<file path="config.mk">
export PLATFORM = sky130hd
export DESIGN_NAME = uart_tx_engine
export DESIGN_NICKNAME = d
export VERILOG_FILES = /design/src/rtl/uart_pkg.sv /design/src/rtl/uart_baud_counter.sv /design/src/rtl/uart_tx_engine.sv
export SDC_FILE = /design/constraint.sdc
export NUM_CORES = 1
export LEC_CHECK = 0
export BUFFER_PORTS_ARGS = -buffer_cell sky130_fd_sc_hd__clkbuf_2
export CAP_MARGIN = 20
export CORE_UTILIZATION = 30
export CTS_BUF_LIST = sky130_fd_sc_hd__clkbuf_4 sky130_fd_sc_hd__clkbuf_8
export DETAILED_ROUTE_END_ITERATION = 7
export PLACE_DENSITY = 0.48
export SLEW_MARGIN = 40
export SYNTH_ARGS = -nofsm -noshare
export SYNTH_HDL_FRONTEND = slang
export SYNTH_SLANG_ARGS = --single-unit
</file>
<file path="constraint.sdc">
create_clock -name clk -period 1.9 [get_ports clk]
set_input_delay 0.095 -clock clk [delete_from_list [all_inputs] [get_ports clk]]
set_output_delay 0.095 -clock clk [all_outputs]
set_load 0.02 [all_outputs]
</file>
<file path="src/rtl/uart_pkg.sv">
// ============================================================================
// Module  : uart_pkg
// Brief   : Shared UART transmitter types and constants.
// Revision: 1.0
// ============================================================================
`default_nettype none

package uart_pkg;

    localparam int   UART_DATA_BITS  = 8;
    localparam logic UART_IDLE_LEVEL = 1'b1;

    typedef enum logic [2:0] {
        IDLE   = 3'd0,
        START  = 3'd1,
        DATA   = 3'd2,
        PARITY = 3'd3,
        STOP   = 3'd4
    } uart_state_e;

endpackage

`default_nettype wire

</file>
<file path="src/rtl/uart_baud_counter.sv">
// ============================================================================
// Module  : uart_baud_counter
// Brief   : Bit-period timer; bit_end_o marks the last clock of each bit.
// Revision: 1.0
// ============================================================================
`default_nettype none

module uart_baud_counter #(
    parameter int DIV_WIDTH = 16
) (
    input  logic                 clk,
    input  logic                 rst,
    input  logic [DIV_WIDTH-1:0] div_i,
    input  logic                 restart_i,
    output logic                 bit_end_o
);

    logic [DIV_WIDTH-1:0] cnt_q;
    logic [DIV_WIDTH-1:0] cnt_d;

    assign bit_end_o = (cnt_q == div_i);

    // restart realigns the timer so the first bit of a new frame is full length
    always_comb begin
        cnt_d = cnt_q + 1'b1;
        if (restart_i || bit_end_o) begin
            cnt_d = '0;
        end
    end

    always_ff @(posedge clk) begin
        if (rst) begin
            cnt_q <= '0;
        end else begin
            cnt_q <= cnt_d;
        end
    end

endmodule

`default_nettype wire

</file>
<file path="src/rtl/uart_tx_engine.sv">
// ============================================================================
// Module  : uart_tx_engine
// Brief   : UART transmitter popping bytes from a FWFT FIFO onto txd.
// Revision: 1.0
// ============================================================================
`default_nettype none

module uart_tx_engine
    import uart_pkg::*;
#(
    parameter int DIV_WIDTH = 16,
    parameter int DATA_BITS = UART_DATA_BITS
) (
    input  logic                 clk,
    input  logic                 rst,
    input  logic                 enable_i,
    input  logic [DIV_WIDTH-1:0] baud_div_i,
    input  logic                 parity_en_i,
    input  logic                 parity_odd_i,
    input  logic                 stop2_i,
    input  logic [DATA_BITS-1:0] tx_data_i,
    input  logic                 tx_valid_i,
    output logic                 tx_ready_o,
    output logic                 txd_o,
    output logic                 busy_o,
    output logic                 tx_done_o
);

    localparam int             BW         = $clog2(DATA_BITS);
    localparam logic [BW-1:0]  C_LAST_BIT = BW'(DATA_BITS - 1);

    uart_state_e          state_q;
    logic                 txd_q;
    logic                 busy_q;
    logic [DATA_BITS-1:0] shift_q;
    logic [BW-1:0]        bit_cnt_q;
    logic                 stop_cnt_q;
    logic [DIV_WIDTH-1:0] div_q;
    logic                 parity_en_q;
    logic                 parity_bit_q;
    logic                 stop2_q;

    logic bit_end_d;
    logic frame_end_d;
    logic pop_d;

    uart_baud_counter #(
        .DIV_WIDTH (DIV_WIDTH)
    ) u_baud (
        .clk       (clk),
        .rst       (rst),
        .div_i     (div_q),
        .restart_i (pop_d),
        .bit_end_o (bit_end_d)
    );

    assign frame_end_d = (state_q == STOP) && bit_end_d && (stop_cnt_q == stop2_q);
    // rst gating keeps the FIFO untouched while reset is held
    assign pop_d       = !rst && enable_i && tx_valid_i
                         && ((state_q == IDLE) || frame_end_d);

    assign tx_ready_o = pop_d;
    assign tx_done_o  = frame_end_d;
    assign txd_o      = txd_q;
    assign busy_o     = busy_q;

    always_ff @(posedge clk) begin
        if (rst) begin
            state_q      <= IDLE;
            txd_q        <= UART_IDLE_LEVEL;
            busy_q       <= 1'b0;
            shift_q      <= '0;
            bit_cnt_q    <= '0;
            stop_cnt_q   <= 1'b0;
            div_q        <= '0;
            parity_en_q  <= 1'b0;
            parity_bit_q <= 1'b0;
            stop2_q      <= 1'b0;
        end else if (pop_d) begin
            state_q      <= START;
            txd_q        <= ~UART_IDLE_LEVEL;
            busy_q       <= 1'b1;
            shift_q      <= tx_data_i;
            bit_cnt_q    <= '0;
            stop_cnt_q   <= 1'b0;
            div_q        <= baud_div_i;
            parity_en_q  <= parity_en_i;
            parity_bit_q <= (^tx_data_i) ^ parity_odd_i;
            stop2_q      <= stop2_i;
        end else if (bit_end_d) begin
            case (state_q)
                START: begin
                    state_q <= DATA;
                    txd_q   <= shift_q[0];
                end
                DATA: begin
                    shift_q   <= {1'b0, shift_q[DATA_BITS-1:1]};
                    bit_cnt_q <= bit_cnt_q + 1'b1;
                    if (bit_cnt_q == C_LAST_BIT) begin
                        state_q <= parity_en_q ? PARITY : STOP;
                        txd_q   <= parity_en_q ? parity_bit_q : UART_IDLE_LEVEL;
                    end else begin
                        txd_q <= shift_q[1];
                    end
                end
                PARITY: begin
                    state_q <= STOP;
                    txd_q   <= UART_IDLE_LEVEL;
                end
                STOP: begin
                    if (stop_cnt_q == stop2_q) begin
                        state_q <= IDLE;
                        busy_q  <= 1'b0;
                    end else begin
                        stop_cnt_q <= 1'b1;
                    end
                end
                default: begin
                    state_q <= state_q;
                end
            endcase
        end
    end

endmodule

`default_nettype wire

</file>
==> results of run 1 <==
[registers in the layout, indices dropped and copies added, names as in the netlist]
register	cells
state_q	3
busy_o	1
shift_q	8
txd_o	1
stop2_q	1
bit_cnt_q	3
stop_cnt_q	1
parity_en_q	1
div_q	16
parity_bit_q	1
u_baud.cnt_q	16
[logic make-up after synthesis]
| family | after synthesis |
|---|---|
| AND/OR/NAND/NOR | 100 |
| flip-flops | 52 |
| XOR/XNOR | 40 |
| multiplexers | 29 |
| AO/OA/AOI/OAI | 21 |
| buffers and inverters | 21 |
| adder cells (fa/ha/maj) | 3 |
[repair_timing]
| item | 4_1_cts | 5_1_grt |
|---|---|---|
| endpoints found under the hold margin | 0 | 0 |
| setup buffers | 4 | 2 |
| setup endpoints to repair | 2 | 19 |
| pin swaps | 8 | 13 |
| gates cloned | 0 | 1 |
| gates resized for setup | 13 | 19 |
[stage by stage]
step           util, %  worst slack, ns  instance area (µm²)  TNS [ns]  hold WS (ns)
3_5_place_dp     37.08          0.04328                 2895         0        0.3333
4_1_cts          39.02         -0.02668                 3047  -0.02820       0.01113
2_1_floorplan        -          0.08963                 2457         0        0.2389
6_report         40.32         0.004445                 3148         0       0.02083
3_3_place_gp     37.08          0.06021                 2895         0        0.3272
5_1_grt          40.32         -0.05225                 3148   -0.2528       0.01322
[tightest hold or removal path: stages]
cell	delay (ns)
clkbuf_2	0.07
mux2i_1	0.05
nor2_1	0.07
[final timing paths]
kind | cells after the start | start | slack, ns | to
setup / recovery | 7 | u_baud.cnt_q[7] | 0.004 | tx_done_o
hold / removal | 3 | baud_div_i[12] | 0.02 | div_q[12]
setup reg to reg | 9 | u_baud.cnt_q[7] | 0.02 | shift_q[4]
hold reg to reg | 2 | busy_o | 0.48 | busy_o
[power groups by stage]
stage / sequential, mW / combinational, mW / clock (mW)
6_report: 1.21 / 0.643 / 0.617
5_1_grt: 1.22 / 0.700 / 0.693
4_1_cts: 1.21 / 0.585 / 0.640
3_5_place_dp: 1.23 / 0.525 / 0
3_3_place_gp: 1.23 / 0.523 / 0
2_1_floorplan: 1.22 / 0.336 / 0
[per-layer routing]
metal  global-route usage (%)  up-vias  share of wire, %
li1                         -     1013                 -
met5                        0        -                 0
met4                    4.297        0               1.2
met3                    2.299        5               2.5
met2                    19.51       25                44
met1                    18.48      900                53
[cell type report]
type / count / share of cell area, %
clock inverters: 1 / 0.1590
clock buffers: 6 / 2.424
flip-flops and latches: 52 / 33.51
multi-input cells: 193 / 43.32
inverters: 7 / 0.9936
well taps: 102 / 4.054
repair buffers: 65 / 15.54
[synth_stat cells]
master / n / share of area (%)
ha_1: 3 / 1.5
buf_4: 2 / 0.61
a21oi_1: 5 / 1.0
inv_1: 6 / 0.92
clkinv_1: 1 / 0.15
nor2_1: 55 / 8.4
nor3b_1: 1 / 0.31
xor2_1: 10 / 3.6
a311oi_1: 1 / 0.36
buf_6: 4 / 1.8
o32a_1: 1 / 0.41
or3_1: 2 / 0.51
a211oi_2: 1 / 0.51
and4_1: 1 / 0.36
or4_1: 1 / 0.31
a31oi_1: 1 / 0.25
a22oi_1: 1 / 0.31
dfxtp_1: 52 / 42
a41oi_1: 1 / 0.36
nand3_1: 8 / 1.6
o21ai_0: 1 / 0.20
o21bai_1: 1 / 0.31
a211oi_1: 6 / 1.8
and3_1: 2 / 0.51
and2_1: 1 / 0.25
clkbuf_1: 6 / 0.92
or2_2: 1 / 0.25
nand2b_1: 2 / 0.51
mux2i_1: 29 / 12
a21boi_0: 1 / 0.31
xnor2_1: 29 / 10
o21ai_2: 1 / 0.36
nand2_1: 10 / 1.5
nand3b_1: 2 / 0.61
xnor2_2: 1 / 0.66
nand4_1: 7 / 1.8
nor3_1: 6 / 1.2
nor4_2: 1 / 0.51
buf_2: 2 / 0.41
==> results.cfg, run 1 <==
[global_route]
grt_overflow = 0
grt_pass1_vias = 1807
grt_max_degree = 39
antenna_found_initial = 0
grt_pass1_wl_um = 8721
grt_use_total_pct = 12.93

[power]
pwr-share-clk_pct = 25.0
swShare_pct = 28.21
finalPower_mw = 2.468
power_leakage_nw = 1.407
power.density_mw_per_mm2 = 783.9
seqPwrFrac_pct = 48.9
ir_drop_uv = 298.5
pwr-share-comb_pct = 26.1
p_sw_uw = 696.1
intPower_mw = 1.772

[detailed_routing]
first_pass_iters = 4
route.detailed.drc = 0
drt_iter0_markers = 59
drtAntennaViolNets = 0
routed_wl_um = 5214
detail_route.wl_per_cell_um = 12.24
routed_via_density = 4.561
vias = 1943

[run_status]
status = finished clean

[cts]
cts-root-buf = clkbuf_8
cts_tree = done
clock_latency_ns = 0.30
h-tree-depth = 2
path_clk_slew_ns = 0.09
numCtsBuffers = 5
clk_path_buf_depth = 2
clkSinkCount = 52
ctsHoldBuffers = 0

[worst_setup_path]
crit_slowest_cell = dfxtp_2
crit_family = simple AND/OR/NAND/NOR gates
critical_path_class = flip-flop to output port
cp.arrival_ns = 1.80
start_kind = flip-flop
max_stage_delay_ns = 0.34
cp_cell_sequence = xnor2_2, nand4_1, nor4_2, buf_4, buf_6, and2_4, buf_8
cp_max_fo = 5
crit_required_ns = 1.80
cp-end-kind = output port
worst-path-buf-inv = 3

[finish]
multi_input_area_mm2 = 0.001364
final_common_cell = nor2_1
seq_area_mm2 = 0.001055
fill_cells = 798
num_antenna_cells = 0
nets = 358
syn_to_final_growth_pct = 28.11
drive_gt1_share_pct = 30.25
fin_cells = 426
mostFrequentLayoutCells = nor2_1, dfxtp_1, clkbuf_2

[timing]
hold_violations = 0
setup_viol = 0
relSlewSlack_pct = 71.83
rsz0062_at_grt = yes
worst_clock_skew_ns = 0.004122
worstMarginPinSlew_ns = 0.4210
slew_violations = 0
fmax_mhz = 527.6
final.period_utilization_pct = 99.77
finalWorstPathRequiredPeriod_ns = 1.896

[yosys]
ys_warn_count = 0
synthMuxAreaShare_pct = 11.81
synth-compound-area-share_pct = 6.212
synth.net_count = 300
synthXorXnorAreaFrac_pct = 14.56
syn_inst = 266
synth.avg_cell_area_um2 = 9.238
synth_adder_area_share_pct = 1.527
synth_area_mm2 = 0.002457
synth_cell_type_count = 39
ys_ff_latch = 52
seq_area_frac_synth_pct = 42.36
synth_top_family_by_area = simple AND/OR/NAND/NOR gates
synth_simple_gate_area_share_pct = 18.69

[place]
detailed_place_hpwl_um = 3723
routabilityCongestion = 0.7911
place_inst = 412
io_buffers = 34

[die]
initial_core_util_pct = 31.47
die_h_um = 92.51
num_io_pins = 35
core.rowCount = 32
die_width_um = 92.51
core-area_mm2 = 0.007807
die-area_mm2 = 0.008557

[flow_run]
maxCapViolations = 0

[hold_path]
hp-class = input port to flip-flop
No activity file was read; power rests on OpenSTA's default activity.
==> run 2: changes to the inputs <==
==> constraint.sdc (replaced) <==
create_clock -name clk -period 1.7 [get_ports clk]
set_input_delay 0.085 -clock clk [delete_from_list [all_inputs] [get_ports clk]]
set_output_delay 0.085 -clock clk [all_outputs]
set_load 0.02 [all_outputs]
==> run 2 against run 1 <==
Compared with the run above:
- the flow now finishes with violations (negative setup slack)
- setup slack worse by 0.22 ns
- register-to-register slack worse by 0.23 ns
- utilization rose by 3.7 points
- sequential share of layout area is 2.7 points lower
- clock-buffer cell count unchanged
- first-iteration DRC count is 36% lower
- highest routed layer unchanged
==> results.cfg, run 2 (synthesis gave the netlist of run 1 again) <==
[finish]
fin_cells = 438
nets = 369
fill_cells = 784
final_common_cell = dfxtp_1
seq_area_mm2 = 0.001060
final_core_util_pct = 44.02
drive_gt1_share_pct = 44.05
top_regs = div_q (16), u_baud.cnt_q (16), shift_q (8)
multi_input_area_mm2 = 0.001543
mostFrequentLayoutCells = dfxtp_1, nor2_1, clkbuf_2, buf_4
num_antenna_cells = 0
syn_to_final_growth_pct = 39.87

[cts]
cts_tree = done
clkSinkCount = 52
path_clk_slew_ns = 0.10
numCtsBuffers = 5
clock_latency_ns = 0.31
h-tree-depth = 2
clk_path_buf_depth = 2
cts-root-buf = clkbuf_8

[timing]
hold_violations = 0
finalWorstPathRequiredPeriod_ns = 1.911
slew_violations = 0
final.period_utilization_pct = 112.4
fin_hold_ws_ns = 0.007658
rsz0062_at_grt = yes
setup_viol = 54
worst_clock_skew_ns = 0.006798
finalWorstSetupSlack_ns = -0.2114
fmax_mhz = 523.2
tns_ns = -5.799
relSlewSlack_pct = 69.60
worstMarginPinSlew_ns = 0.4560

[place]
routabilityCongestion = 0.7765
io_buffers = 34
detailed_place_hpwl_um = 3864
place_inst = 424
dp_slack_ns = -0.2382

[power]
pwr-share-comb_pct = 28.9
pwr-share-clk_pct = 25.3
ir_drop_uv = 356.2
swShare_pct = 29.93
intPower_mw = 2.062
power_leakage_nw = 1.449
p_sw_uw = 881.0
power.density_mw_per_mm2 = 856.4
seqPwrFrac_pct = 45.8

[global_route]
grt_pass1_wl_um = 9604
grt_max_degree = 39
antenna_found_initial = 0
grt_use_total_pct = 14.36
grt_overflow = 0
grt_pass1_vias = 1960

[detailed_routing]
routed_wl_um = 5571
vias = 1978
detail_route.wl_per_cell_um = 12.72
drt_iter0_markers = 38
routed_via_density = 4.516
drtAntennaViolNets = 0
route.detailed.drc = 0
first_pass_iters = 4

[die]
die_width_um = 92.51
core-area_mm2 = 0.007807
die-area_mm2 = 0.008557
num_io_pins = 35
die_h_um = 92.51
core.rowCount = 32
initial_core_util_pct = 31.47

[worst_setup_path]
crit_slowest_cell = dfxtp_1
cp_max_fo = 5
crit_required_ns = 1.62
crit_family = simple AND/OR/NAND/NOR gates
cp.arrival_ns = 1.83
cp-end-kind = output port
worst-path-buf-inv = 3
critical_path_class = flip-flop to output port
max_stage_delay_ns = 0.40
start_kind = flip-flop
cp_cell_sequence = xnor2_2, nand4_1, nor4_2, buf_4, a31oi_4, clkinv_4, buf_8

[hold_path]
hp-class = input port to flip-flop

[flow_run]
maxCapViolations = 0

[run_status]
violations = negative setup slack
status = finished with violations
-- run 2: cell types whose count changed in the layout (fill, tap and decap cells not counted), sizes merged --
cell,previous run,this run
buf,32,42
dlygate4sd3,0,2
clkbuf,39,38
clkinv,2,3
-- run 2: repair_timing --
action | in CTS | in global routing
gates resized for setup | 35 | 43
hold endpoints to repair | 2 | 0
pin swaps | 28 | 16
gates cloned | 1 | 0
endpoints found under the setup margin | 54 | 54
setup buffers | 4 | 0
hold buffers | 2 | 0
-- run 2: tightest hold or removal path, stage by stage --
cell and delay [ns]:
clkbuf_2 0.07, mux2i_1 0.05, nor2_1 0.07
-- run 2: routing by layer --
metal | GRT usage [%] | vias to the layer above | part of all wire [%]
met5 | 0 | - | 0
met2 | 20.86 | 39 | 43
met3 | 2.709 | 7 | 3.7
li1 | - | 1029 | -
met4 | 4.688 | 0 | 1.1
met1 | 21.11 | 903 | 53
-- run 2: area by class of cell --
class                      count  share of cell area (%)
clock buffer                   6                   2.403
clock inverter                 2                  0.2912
inverter                       7                  0.9101
multi-input combinational    193                   44.89
sequential                    52                   30.83
tap                          102                   3.713
timing repair buffer          76                   16.96
-- run 2: worst paths after layout --
| check | cells after the start | from | slack [ns] | end |
|---|---|---|---|---|
| max | 7 | div_q[15] | -0.21 | tx_ready_o |
| min | 3 | baud_div_i[0] | 0.008 | div_q[0] |
| max reg2reg | 8 | div_q[15] | -0.21 | state_q[1] |
| min reg2reg | 2 | busy_o | 0.49 | busy_o |
-- run 2: stage by stage --
step | cell area (µm²) | total power [mW]
CTS | 3289 | 2.913
finish | 3437 | 2.943
global route | 3437 | 3.127
global placement | 3005 | 2.005
floorplan | 2475 | 1.748
detailed placement | 3005 | 2.010
-- run 2: power groups by stage --
stage	logic, mW	registers (mW)	clock network, mW
2_1_floorplan	0.380	1.37	0
3_3_place_gp	0.639	1.37	0
3_5_place_dp	0.642	1.37	0
4_1_cts	0.795	1.35	0.772
5_1_grt	0.934	1.36	0.834
6_report	0.851	1.35	0.745
==> run 3: changes to the inputs <==
--- a/config.mk
+++ b/config.mk
@@ -7,6 +7,7 @@
 export LEC_CHECK = 0
 export BUFFER_PORTS_ARGS = -buffer_cell sky130_fd_sc_hd__clkbuf_2
 export CAP_MARGIN = 20
+export CORE_ASPECT_RATIO = 0.9
 export CORE_UTILIZATION = 30
 export CTS_BUF_LIST = sky130_fd_sc_hd__clkbuf_4 sky130_fd_sc_hd__clkbuf_8
 export DETAILED_ROUTE_END_ITERATION = 7
==> constraint.sdc (replaced) <==
create_clock -name clk -period 1.7 [get_ports clk]
set_input_delay 0.17 -clock clk [delete_from_list [all_inputs] [get_ports clk]]
set_output_delay 0.17 -clock clk [all_outputs]
set_load 0.02 [all_outputs]
==> run 3 against run 2 <==
Compared with the run above:
- the run still ends with negative setup slack left
- die area about the same
- final area increased by 1.7%
- routed wire length increased by 3.3%
- setup slack got worse by 0.12 ns
- critical endpoint is now tx_done_o
- critical path depth unchanged
- first-iteration DRC count increased by 2.6%
- critical path type unchanged
==> results.cfg, run 3 (synthesis gave the netlist of run 1 again) <==
[run_status]
status = finished with violations
violations = negative setup slack

[global_route]
grt_overflow = 0
grt_pass1_wl_um = 9439
grt_max_degree = 39
grt_use_total_pct = 13.95
antenna_found_initial = 0
grt_pass1_vias = 1911

[cts]
clk_path_buf_depth = 2
h-tree-depth = 2
cts-root-buf = clkbuf_8
numCtsBuffers = 5
path_clk_slew_ns = 0.09
clkSinkCount = 52
ctsHoldBuffers = 0
cts_tree = done
clock_latency_ns = 0.30

[die]
die-area_mm2 = 0.008558
core.rowCount = 30
die_h_um = 87.86
initial_core_util_pct = 31.78
core-area_mm2 = 0.007732
num_io_pins = 35
die_width_um = 97.40

[hold_path]
hp-class = input port to flip-flop
hold_path_depth = 3
hold_end = div_q[12]
hp-start = baud_div_i[12]

[finish]
syn_to_final_growth_pct = 42.31
nets = 378
multi_input_area_mm2 = 0.001430
mostFrequentLayoutCells = nor2_1, dfxtp_1, buf_4
top_regs = div_q (16), u_baud.cnt_q (16), shift_q (8)
seq_area_mm2 = 0.001061
final_cell_area_mm2 = 0.003497
num_antenna_cells = 0
fill_cells = 788
fin_cells = 439
final_common_cell = nor2_1
drive_gt1_share_pct = 39.94
final_core_util_pct = 45.23

[timing]
slew_violations = 0
finalWorstSetupSlack_ns = -0.3294
hold_violations = 0
setup_viol = 54
worst_clock_skew_ns = 0.006425
final.period_utilization_pct = 119.4
fmax_mhz = 492.8
fin_hold_ws_ns = 0.09531
finalWorstPathRequiredPeriod_ns = 2.029
worstMarginPinSlew_ns = 0.4736
rsz0062_at_grt = yes
relSlewSlack_pct = 68.43

[detailed_routing]
vias = 2012
drtAntennaViolNets = 0
routed_via_density = 4.583
drt_iter0_markers = 39
first_pass_iters = 4
detail_route.wl_per_cell_um = 13.11
routed_wl_um = 5755
route.detailed.drc = 0

[place]
io_buffers = 34
dp_slack_ns = -0.1206
routabilityCongestion = 0.7880
detailed_place_hpwl_um = 3775
place_inst = 418
place_area_mm2 = 0.002985

[worst_setup_path]
r2r_cells = 9
reg2reg_to = shift_q[0]
cp_max_fo = 4
rrSetupSlack_ns = -0.32
cp-end-kind = output port
start_kind = flip-flop
critical_path_class = flip-flop to output port
cp.arrival_ns = 1.86
r2r_start = u_baud.cnt_q[5]
crit_required_ns = 1.53

[power]
seqPwrFrac_pct = 44.5
power_leakage_nw = 1.572
swShare_pct = 27.06
p_sw_uw = 819.2
ir_drop_uv = 507.2
pwr-share-comb_pct = 28.7
pwr-share-clk_pct = 26.8
power.density_mw_per_mm2 = 865.6
intPower_mw = 2.208

[flow_run]
maxCapViolations = 0
-- run 3: worst max-delay path, cell delays in order (launching register included) --
cell,delay (ns)
dfxtp_2,0.35
xnor2_2,0.16
nand4_1,0.18
nor4_2,0.31
buf_4,0.19
buf_4,0.12
and2_4,0.13
clkbuf_8,0.13
-- run 3: power by group through the flow --
| stage | logic (mW) | registers (mW) | clock network, mW |
|---|---|---|---|
| final | 0.870 | 1.35 | 0.811 |
| after global routing | 0.939 | 1.36 | 0.910 |
| after CTS | 0.756 | 1.34 | 0.852 |
| after detailed placement | 0.625 | 1.37 | 0 |
| after global placement | 0.631 | 1.36 | 0 |
| after floorplan | 0.380 | 1.37 | 0 |
-- run 3: layout make-up --
cell class / count / area share [%]
sequential: 52 / 30.34
clock buffer: 5 / 1.968
clock inverter: 1 / 0.8587
multi-input combinational: 193 / 40.89
tap: 96 / 3.435
timing repair buffer: 85 / 21.72
inverter: 7 / 0.7871
-- run 3: how the worst max path moves through the flow --
stage / depth (start not counted) / slack [ns] / to / start
final: 7 / -0.33 / tx_done_o / u_baud.cnt_q[5]
after global routing: 7 / -0.40 / tx_done_o / u_baud.cnt_q[5]
after CTS: 7 / -0.28 / tx_done_o / u_baud.cnt_q[3]
after detailed placement: 7 / -0.12 / state_q[1] / div_q[1]
after global placement: 7 / -0.12 / state_q[1] / div_q[3]
after floorplan: 9 / -0.06 / div_q[0] / u_baud.cnt_q[11]
-- run 3: what timing repair did --
| item | in CTS | in global routing |
|---|---|---|
| gates resized for setup | 24 | 29 |
| gates cloned | 4 | 2 |
| buffers inserted | 7 | 4 |
| setup endpoints to repair | 51 | 54 |
| pin swaps | 12 | 12 |
-- run 3: through the flow --
stage	total power, mW	TNS [ns]
4_1_cts	2.948	-6.878
6_report	3.027	-11.31
3_5_place_dp	1.991	-2.444
2_1_floorplan	1.748	-1.205
3_3_place_gp	1.995	-2.740
5_1_grt	3.206	-15.15
-- run 3: metal layers --
layer | global-route usage, % | share of wire, %
met4 | 4.813 | 1.1
met2 | 20.85 | 41
met3 | 2.474 | 2.4
met1 | 20.23 | 55
met5 | 0 | 0
